===== src/rtl/dot_pkg.sv =====
// Shared definitions for the dot-product sequencer: default widths,
// pipeline latency and the controller state encoding.
package dot_pkg;

    localparam int DEF_W        = 32;
    localparam int DEF_LEN_W    = 8;
    localparam int DEF_PIPE_LAT = 2;

    // ACCEPT takes beats, DRAIN waits for the pipeline to empty,
    // DONE presents the result until the consumer takes it.
    typedef enum logic [1:0] {
        ST_ACCEPT = 2'd0,
        ST_DRAIN  = 2'd1,
        ST_DONE   = 2'd2
    } state_e;

endpackage


===== src/rtl/tag_delay.sv =====
// Shift register carrying one "valid beat" bit per cycle alongside the
// external pipeline, so the accumulator knows when pipe_c is meaningful.
module tag_delay #(
    parameter int DEPTH = 3
) (
    input  logic clk,
    input  logic rst_n,
    input  logic in_tag,
    output logic out_tag,
    output logic busy
);

    logic [DEPTH-1:0] tag_q;

    generate
        if (DEPTH == 1) begin : g_single
            // Single stage: the tag simply waits one cycle.
            always_ff @(posedge clk or negedge rst_n) begin
                if (!rst_n) tag_q <= '0;
                else        tag_q <= in_tag;
            end
        end else begin : g_multi
            // Shift the new tag in at bit 0; bit DEPTH-1 is the one leaving.
            always_ff @(posedge clk or negedge rst_n) begin
                if (!rst_n) tag_q <= '0;
                else        tag_q <= {tag_q[DEPTH-2:0], in_tag};
            end
        end
    endgenerate

    assign out_tag = tag_q[DEPTH-1];
    // Includes the exiting bit, so "not busy" means the final add has happened.
    assign busy    = |tag_q;

endmodule


===== src/rtl/dot_seq.sv =====
// Dot-product sequencer: feeds operand beats to an external
// multiply-add pipeline (C = A1*B1 + A2*B2), accumulates the results
// as they emerge and hands over sum and beat count once per vector.
module dot_seq
    import dot_pkg::*;
#(
    parameter int W        = DEF_W,
    parameter int LEN_W    = DEF_LEN_W,
    parameter int PIPE_LAT = DEF_PIPE_LAT
) (
    input  logic             clk,
    input  logic             rst_n,
    input  logic             in_valid,
    output logic             in_ready,
    input  logic [W-1:0]     in_a1,
    input  logic [W-1:0]     in_a2,
    input  logic [W-1:0]     in_b1,
    input  logic [W-1:0]     in_b2,
    input  logic             in_last,
    output logic [W-1:0]     pipe_a1,
    output logic [W-1:0]     pipe_a2,
    output logic [W-1:0]     pipe_b1,
    output logic [W-1:0]     pipe_b2,
    input  logic [W-1:0]     pipe_c,
    output logic             out_valid,
    input  logic             out_ready,
    output logic [W-1:0]     out_sum,
    output logic [LEN_W-1:0] out_count
);

    // One tag stage per pipeline register plus the operand register itself.
    localparam int TAG_DEPTH = PIPE_LAT + 1;

    state_e           state_q, state_d;
    logic [W-1:0]     a1_q, a2_q, b1_q, b2_q;
    logic [W-1:0]     acc_q;
    logic [LEN_W-1:0] cnt_q;
    logic             accept;
    logic             handoff;
    logic             tag_exit;
    logic             tags_busy;

    assign in_ready = (state_q == ST_ACCEPT);
    assign accept   = in_valid && in_ready;
    assign handoff  = (state_q == ST_DONE) && out_ready;

    tag_delay #(.DEPTH(TAG_DEPTH)) u_tags (
        .clk     (clk),
        .rst_n   (rst_n),
        .in_tag  (accept),
        .out_tag (tag_exit),
        .busy    (tags_busy)
    );

    // Controller state register.
    always_ff @(posedge clk or negedge rst_n) begin
        if (!rst_n) state_q <= ST_ACCEPT;
        else        state_q <= state_d;
    end

    // Next-state logic: leave DRAIN only once every tag has left.
    always_comb begin
        state_d = state_q;
        case (state_q)
            ST_ACCEPT: if (accept && in_last) state_d = ST_DRAIN;
            ST_DRAIN:  if (!tags_busy)        state_d = ST_DONE;
            ST_DONE:   if (out_ready)         state_d = ST_ACCEPT;
            default:                          state_d = ST_ACCEPT;
        endcase
    end

    // Operand registers: load the beat on acceptance, zero otherwise.
    always_ff @(posedge clk or negedge rst_n) begin
        if (!rst_n) begin
            a1_q <= '0;
            a2_q <= '0;
            b1_q <= '0;
            b2_q <= '0;
        end else if (accept) begin
            a1_q <= in_a1;
            a2_q <= in_a2;
            b1_q <= in_b1;
            b2_q <= in_b2;
        end else begin
            a1_q <= '0;
            a2_q <= '0;
            b1_q <= '0;
            b2_q <= '0;
        end
    end

    // Accumulator: add pipe_c only when its beat's tag leaves; cleared on handoff.
    always_ff @(posedge clk or negedge rst_n) begin
        if (!rst_n)        acc_q <= '0;
        else if (handoff)  acc_q <= '0;
        else if (tag_exit) acc_q <= acc_q + pipe_c;
    end

    // Beat counter: saturating at all-ones; cleared on handoff.
    always_ff @(posedge clk or negedge rst_n) begin
        if (!rst_n)                               cnt_q <= '0;
        else if (handoff)                         cnt_q <= '0;
        else if (accept && (cnt_q != {LEN_W{1'b1}})) cnt_q <= cnt_q + 1'b1;
    end

    assign pipe_a1   = a1_q;
    assign pipe_a2   = a2_q;
    assign pipe_b1   = b1_q;
    assign pipe_b2   = b2_q;
    assign out_valid = (state_q == ST_DONE);
    assign out_sum   = acc_q;
    assign out_count = cnt_q;

endmodule

===== config.mk =====
export PLATFORM = sky130hd
export DESIGN_NAME = dot_seq
export DESIGN_NICKNAME = d
export VERILOG_FILES = /design/src/rtl/dot_pkg.sv /design/src/rtl/tag_delay.sv /design/src/rtl/dot_seq.sv
export SDC_FILE = /design/constraint.sdc
export NUM_CORES = 1
export LEC_CHECK = 0
export BUFFER_PORTS_ARGS = -buffer_cell sky130_fd_sc_hd__buf_2
export CAP_MARGIN = 5
export CORE_ASPECT_RATIO = 0.7
export CORE_MARGIN = 2
export CORE_UTILIZATION = 44
export DETAILED_ROUTE_END_ITERATION = 8
export PLACE_DENSITY = 0.78
export REMOVE_ABC_BUFFERS = 1
export SETUP_SLACK_MARGIN = 0.5
export SLEW_MARGIN = 20
export SYNTH_ARGS = -nofsm -noshare
export SYNTH_HDL_FRONTEND = slang
export SYNTH_SLANG_ARGS = --single-unit

===== constraint.sdc =====
create_clock -name clk -period 5.75 [get_ports clk]
set_input_delay 0.575 -clock clk [delete_from_list [all_inputs] [get_ports clk]]
set_output_delay 0.575 -clock clk [all_outputs]
set_load 0.01 [all_outputs]

Word level (Yosys, flattened, before mapping)
Cells that the tools add are included.
{"block": "classes", "add_sub_neg": 2, "eq_ne": 6, "muxes": 12, "n_reduce_logical": 9}
{"op": "$mux 32", "n": 6}
{"op": "$add 32x32->32", "n": 1}
{"op": "$mux 8", "n": 2}
{"op": "$add 8x1->8 const B", "n": 1}
{"op": "$ne 8x8->1 const B", "n": 1}
{"op": "$mux 2", "n": 3}
{"op": "$pmux 2 s3", "n": 1}
{"op": "$logic_and 1x1->1", "n": 4}
{"op": "$ne 2x1->1 const B", "n": 2}
{"op": "$reduce_bool 2->1", "n": 2}
{"op": "$reduce_and 3->1", "n": 1}
{"op": "$reduce_or 3->1", "n": 1}
{"op": "$eq 2x1->1 const B", "n": 1}
{"op": "$eq 2x2->1 const B", "n": 1}
{"op": "$logic_not 2->1", "n": 1}
{"op": "$ne 2x2->1 const B", "n": 1}
{"block": "word_totals", "ff_bits": 173, "in_bits": 165, "output_inout_bits": 170}

Depth between registers and ports, before layout
{"block": "depth", "depth_word": 5, "ltp_mapped": 11}

Modules after synthesis
A second synthesis with hierarchy kept.
{"block": "hier_totals", "cells_unflattened": 721, "area_unflattened_um2": 7822.5}
{"mod": "dot_seq", "instances": 1, "cells_each": 717, "area_per_inst_um2": 7741.2}
{"mod": "tag_delay", "instances": 1, "cells_each": 4, "area_per_inst_um2": 81.3}

Worst setup path after synthesis
OpenSTA, ideal clock, no wires.
{"block": "synth_path", "path_kind": "input port to flip-flop", "from": "input pipe_c[0]", "to": "register acc_q[30] (netlist: out_sum[30])", "arrival_ns": 2.579, "required_ns": 5.663, "setup_slack_ns": 3.084, "path_stages": 11, "path_cell_list": "ha_1 > inv_1 > fa_1 > and2b_1 > o211ai_2 > a211oi_4 > a31oi_2 > o21ai_2 > a21oi_2 > or3_1 > o211ai_1"}
{"block": "synth_via", "elab_chain_len": 3}
{"item": "from (decl)", "line_no": "dot_seq.sv:24", "rtl": "input logic [W-1:0] pipe_c,"}
{"item": "$add 32x32->32", "line_no": "dot_seq.sv:96", "rtl": "else if (tag_exit) acc_q <= acc_q + pipe_c;"}
{"item": "$mux 32", "line_no": "dot_seq.sv:96"}
{"item": "$mux 32", "line_no": "dot_seq.sv:95", "rtl": "else if (handoff) acc_q <= '0;"}
{"item": "to (signal assigned)", "line_no": "dot_seq.sv:96"}
{"item": "to (decl)", "line_no": "dot_seq.sv:36", "rtl": "logic [W-1:0] acc_q;"}
Every way passes these cells. The select of a mux whose other input is x is not followed.
A chain may end at the register's enable or synchronous reset.

Final worst setup path
{"block": "layout_path", "from": "register acc_q[0] (netlist: out_sum[0])", "to": "register acc_q[26] (netlist: out_sum[26])"}
{"block": "layout_via", "elab_chain_len": 3}
{"item": "$add 32x32->32", "line_no": "dot_seq.sv:96"}
{"item": "$mux 32", "line_no": "dot_seq.sv:96"}
{"item": "$mux 32", "line_no": "dot_seq.sv:95"}
Every way passes these cells. The select of a mux whose other input is x is not followed.

==> results.py <==
metrics = {
    "outcome": {
        "status": "finished, final reports clean",
    },
    "synthesis": {
        "synth_compound_area_frac": 0.111,
        "ys_async_sr_fraction": 1.00,
        "synth_mux_area_frac": 0.0217,
        "synth_cell_types": 59,
        "synthAdderAreaFrac": 0.0537,
        "yosysWarnings": 0,
        "ys_ff_latch": 173,
        "syn_area_um2": 7820,
        "synth.avg_cell_area_um2": 10.9,
        "synth-simple-area-share": 0.201,
        "synth_top_area_share": 0.553,
        "synthTopCellsByArea": "dfrtp_1, and3_1, ha_1",
        "synth_flop_cell": "dfrtp_1",
        "synth_top_family_by_area": "simple AND/OR/NAND/NOR gates",
        "synth_edf_count": 0,
        "synth_xor_area_frac": 0.0291,
        "netlist_instances": 719,
        "yosysTopAreaCell": "dfrtp_1",
        "yosysSeqAreaShare": 0.553,
    },
    "power": {
        "power_uw": 5270,
        "pwr_density_cell_nw_per_um2": 516,
        "p_leak_uw": 0.00588,
        "ir_worst_vdd_v": 0.000250,
    },
    "timing": {
        "maxSlewViolCount": 0,
        "fin_crit_sh": 0.487,
        "worstMarginPinSlew_ns": 0.989,
        "finalSetupViolCount": 0,
        "fmax_mhz": 357,
        "relSlewSlack": 0.341,
        "post-route-min-period_ns": 2.80,
        "final_hold_viol_count": 0,
        "skew_ns": 0.0135,
        "grt_setup_unrepaired": "false",
        "setup_tns_ns": 0,
    },
    "grt": {
        "grt_pass1_wl_um": 33600,
        "grt_start_max_net_pins": 130,
        "gr-total-overflow": 0,
        "antenna_found_initial": 1,
        "gr-usage-all-layers": 0.230,
        "grt_pass1_vias": 6357,
    },
    "critical_path": {
        "cp.required_ns": 6.11,
        "critPathArrivalTime_ns": 3.16,
        "startpoint_type": "flop",
        "r2r-end": "out_sum[26]",
        "r2r_start": "out_sum[0]",
        "cp_cell_sequence": "ha_1, inv_1, fa_1, and2b_1, o211ai_2, a211oi_4, a31oi_2, o21ai_2, a21oi_2, or3_1, nand3_1",
        "cp_max_fo": 5,
        "path_class": "flop to flop",
        "rrSetupSlack_ns": 2.95,
        "critPathSlowestCell": "or3_1",
        "max_stage_delay_ns": 0.39,
        "endpoint_kind": "flop",
        "ff2ff_path_depth": 11,
    },
    "routing": {
        "final_antenna_net_count": 0,
        "drc": 0,
        "wl_per_cell_um": 17.5,
        "dr.pass1.iters": 5,
        "num_vias": 6654,
        "drtIter0Drc": 474,
        "vias_per_cell": 5.22,
        "wl_um": 22300,
    },
    "layout": {
        "nets": 1229,
        "multi_input_area_um2": 3270,
        "register_area_um2": 4330,
        "final_cell_count_no_fill": 1274,
        "n_antenna_cell": 0,
        "drive_gt1_frac": 0.380,
        "fillers": 1476,
        "layout-area-overhead-vs-synth_pct": 30.7,
    },
    "cts": {
        "htreeDepth": 4,
        "post_cts_buffers": 0,
        "path_clk_slew_ns": 0.08,
        "cts_inserted_buffers": 17,
        "insertion_delay_ns": 0.42,
        "cts_tree": "done",
        "clockBufferDepth": 2,
        "cts.sinks": 173,
        "cts_resized": 0,
        "clock-root-buffer": "clkbuf_16",
        "cts_hold_buf": 0,
    },
    "placement": {
        "place_congestion": 0.951,
        "portBuffers": 334,
        "dp_hpwl_um": 16600,
        "dp_cells": 1243,
    },
    "die": {
        "coreArea_um2": 17300,
        "die_h_um": 116,
        "die_x_um": 163,
        "rows": 40,
        "io-pin-count": 335,
        "start_util": 0.453,
        "dieArea_um2": 18900,
    },
    "run": {
        "cap_violations": 0,
    },
    "worst_hold_path": {
        "worst_hold_path_type": "primary input to async pin",
    },
}
area by class of cell:
cell class                      instances  area share
Tap cell                              231      0.0283
Multi-Input combinational cell        488       0.319
Timing Repair Buffer                  341       0.169
Sequential cell                       173       0.423
Clock inverter                         14      0.0146
Inverter                               10     0.00367
Clock buffer                           17      0.0416
synthesized netlist by cell type, types with 11 or more instances:
library cell	number
o21ai_0	17
and3_1	135
xnor2_1	13
ha_1	32
a21o_1	13
nand3_1	11
xor2_1	13
nor2_1	52
dfrtp_1	173
mux2i_1	17
nand2_1	48
clkbuf_1	40
a21oi_1	30
routing by layer:
metal / vias up / wire, um / track usage
met4: 2 / 308 / 0.0720
met2: 289 / 10300 / 0.362
met1: 3164 / 9890 / 0.316
met3: 31 / 1820 / 0.0587
li1: 3168 / - / -
met5: - / 12 / 0
worst max-delay path, delay by kind of cell (launching register included):
family	cells	cell delay, ns
DFF	1	0.38
adders and majority gates	2	0.57
and+or+nand+nor	3	0.75
buffers and inverters	1	0.07
AOI/OAI and AO/OA	5	0.97
worst max path at each step:
stage                    start            to  cells past startpoint
floorplan           state_q[1]  out_count[7]                      8
CTS                 state_q[1]      in_ready                      4
finish              out_sum[0]   out_sum[26]                     11
global route        out_sum[0]   out_sum[26]                     11
global placement     pipe_c[0]   out_sum[26]                     12
detailed placement   pipe_c[0]   out_sum[26]                     12
cells by family after synthesis:
family / Yosys count
xor gates and xnor gates: 26
muxes: 17
and+or+nand+nor: 292
buffers and inverters: 58
AOI/OAI and AO/OA: 120
DFF: 173
adders and majority gates: 33
per-stage QoR:
step / util / hold slack (ns) / setup WS, ns / cell area, um^2
global route: 0.592 / 0.277 / 2.78 / 10200
global placement: 0.559 / 0.357 / 2.83 / 9650
detailed placement: 0.559 / 0.364 / 2.69 / 9650
CTS: 0.592 / 0.239 / 2.96 / 10200
floorplan: - / 0.279 / 1.06 / 7620
finish: 0.592 / 0.199 / 2.95 / 10200
placed cells by master (no fill, tap or decap), drive strengths merged, types with 10 or more instances in the layout:
| cell type | Yosys | layout |
|---|---|---|
| a21o | 14 | 14 |
| a21oi | 35 | 35 |
| a31oi | 10 | 10 |
| and3 | 135 | 135 |
| buf | 8 | 341 |
| clkbuf | 40 | 17 |
| dfrtp | 173 | 173 |
| ha | 32 | 32 |
| inv | 10 | 17 |
| mux2i | 17 | 17 |
| nand2 | 48 | 48 |
| nand3 | 11 | 11 |
| nor2 | 52 | 52 |
| nor3 | 11 | 11 |
| o21ai | 25 | 25 |
| xnor2 | 13 | 13 |
| xor2 | 13 | 13 |
flip-flops by register name, summed over array words and instances, names as in the netlist:
name          flops
state_q           2
u_tags.tag_q      3
pipe_a1          32
pipe_b2          32
pipe_a2          32
out_sum          32
pipe_b1          32
out_count         8
report_power, final:
| group | switching (uW) | internal, uW |
|---|---|---|
| clock network | 542 | 578 |
| registers | 177 | 1550 |
| logic | 1450 | 976 |
| total | 2170 | 3100 |
(Power assumes the default switching activity.)
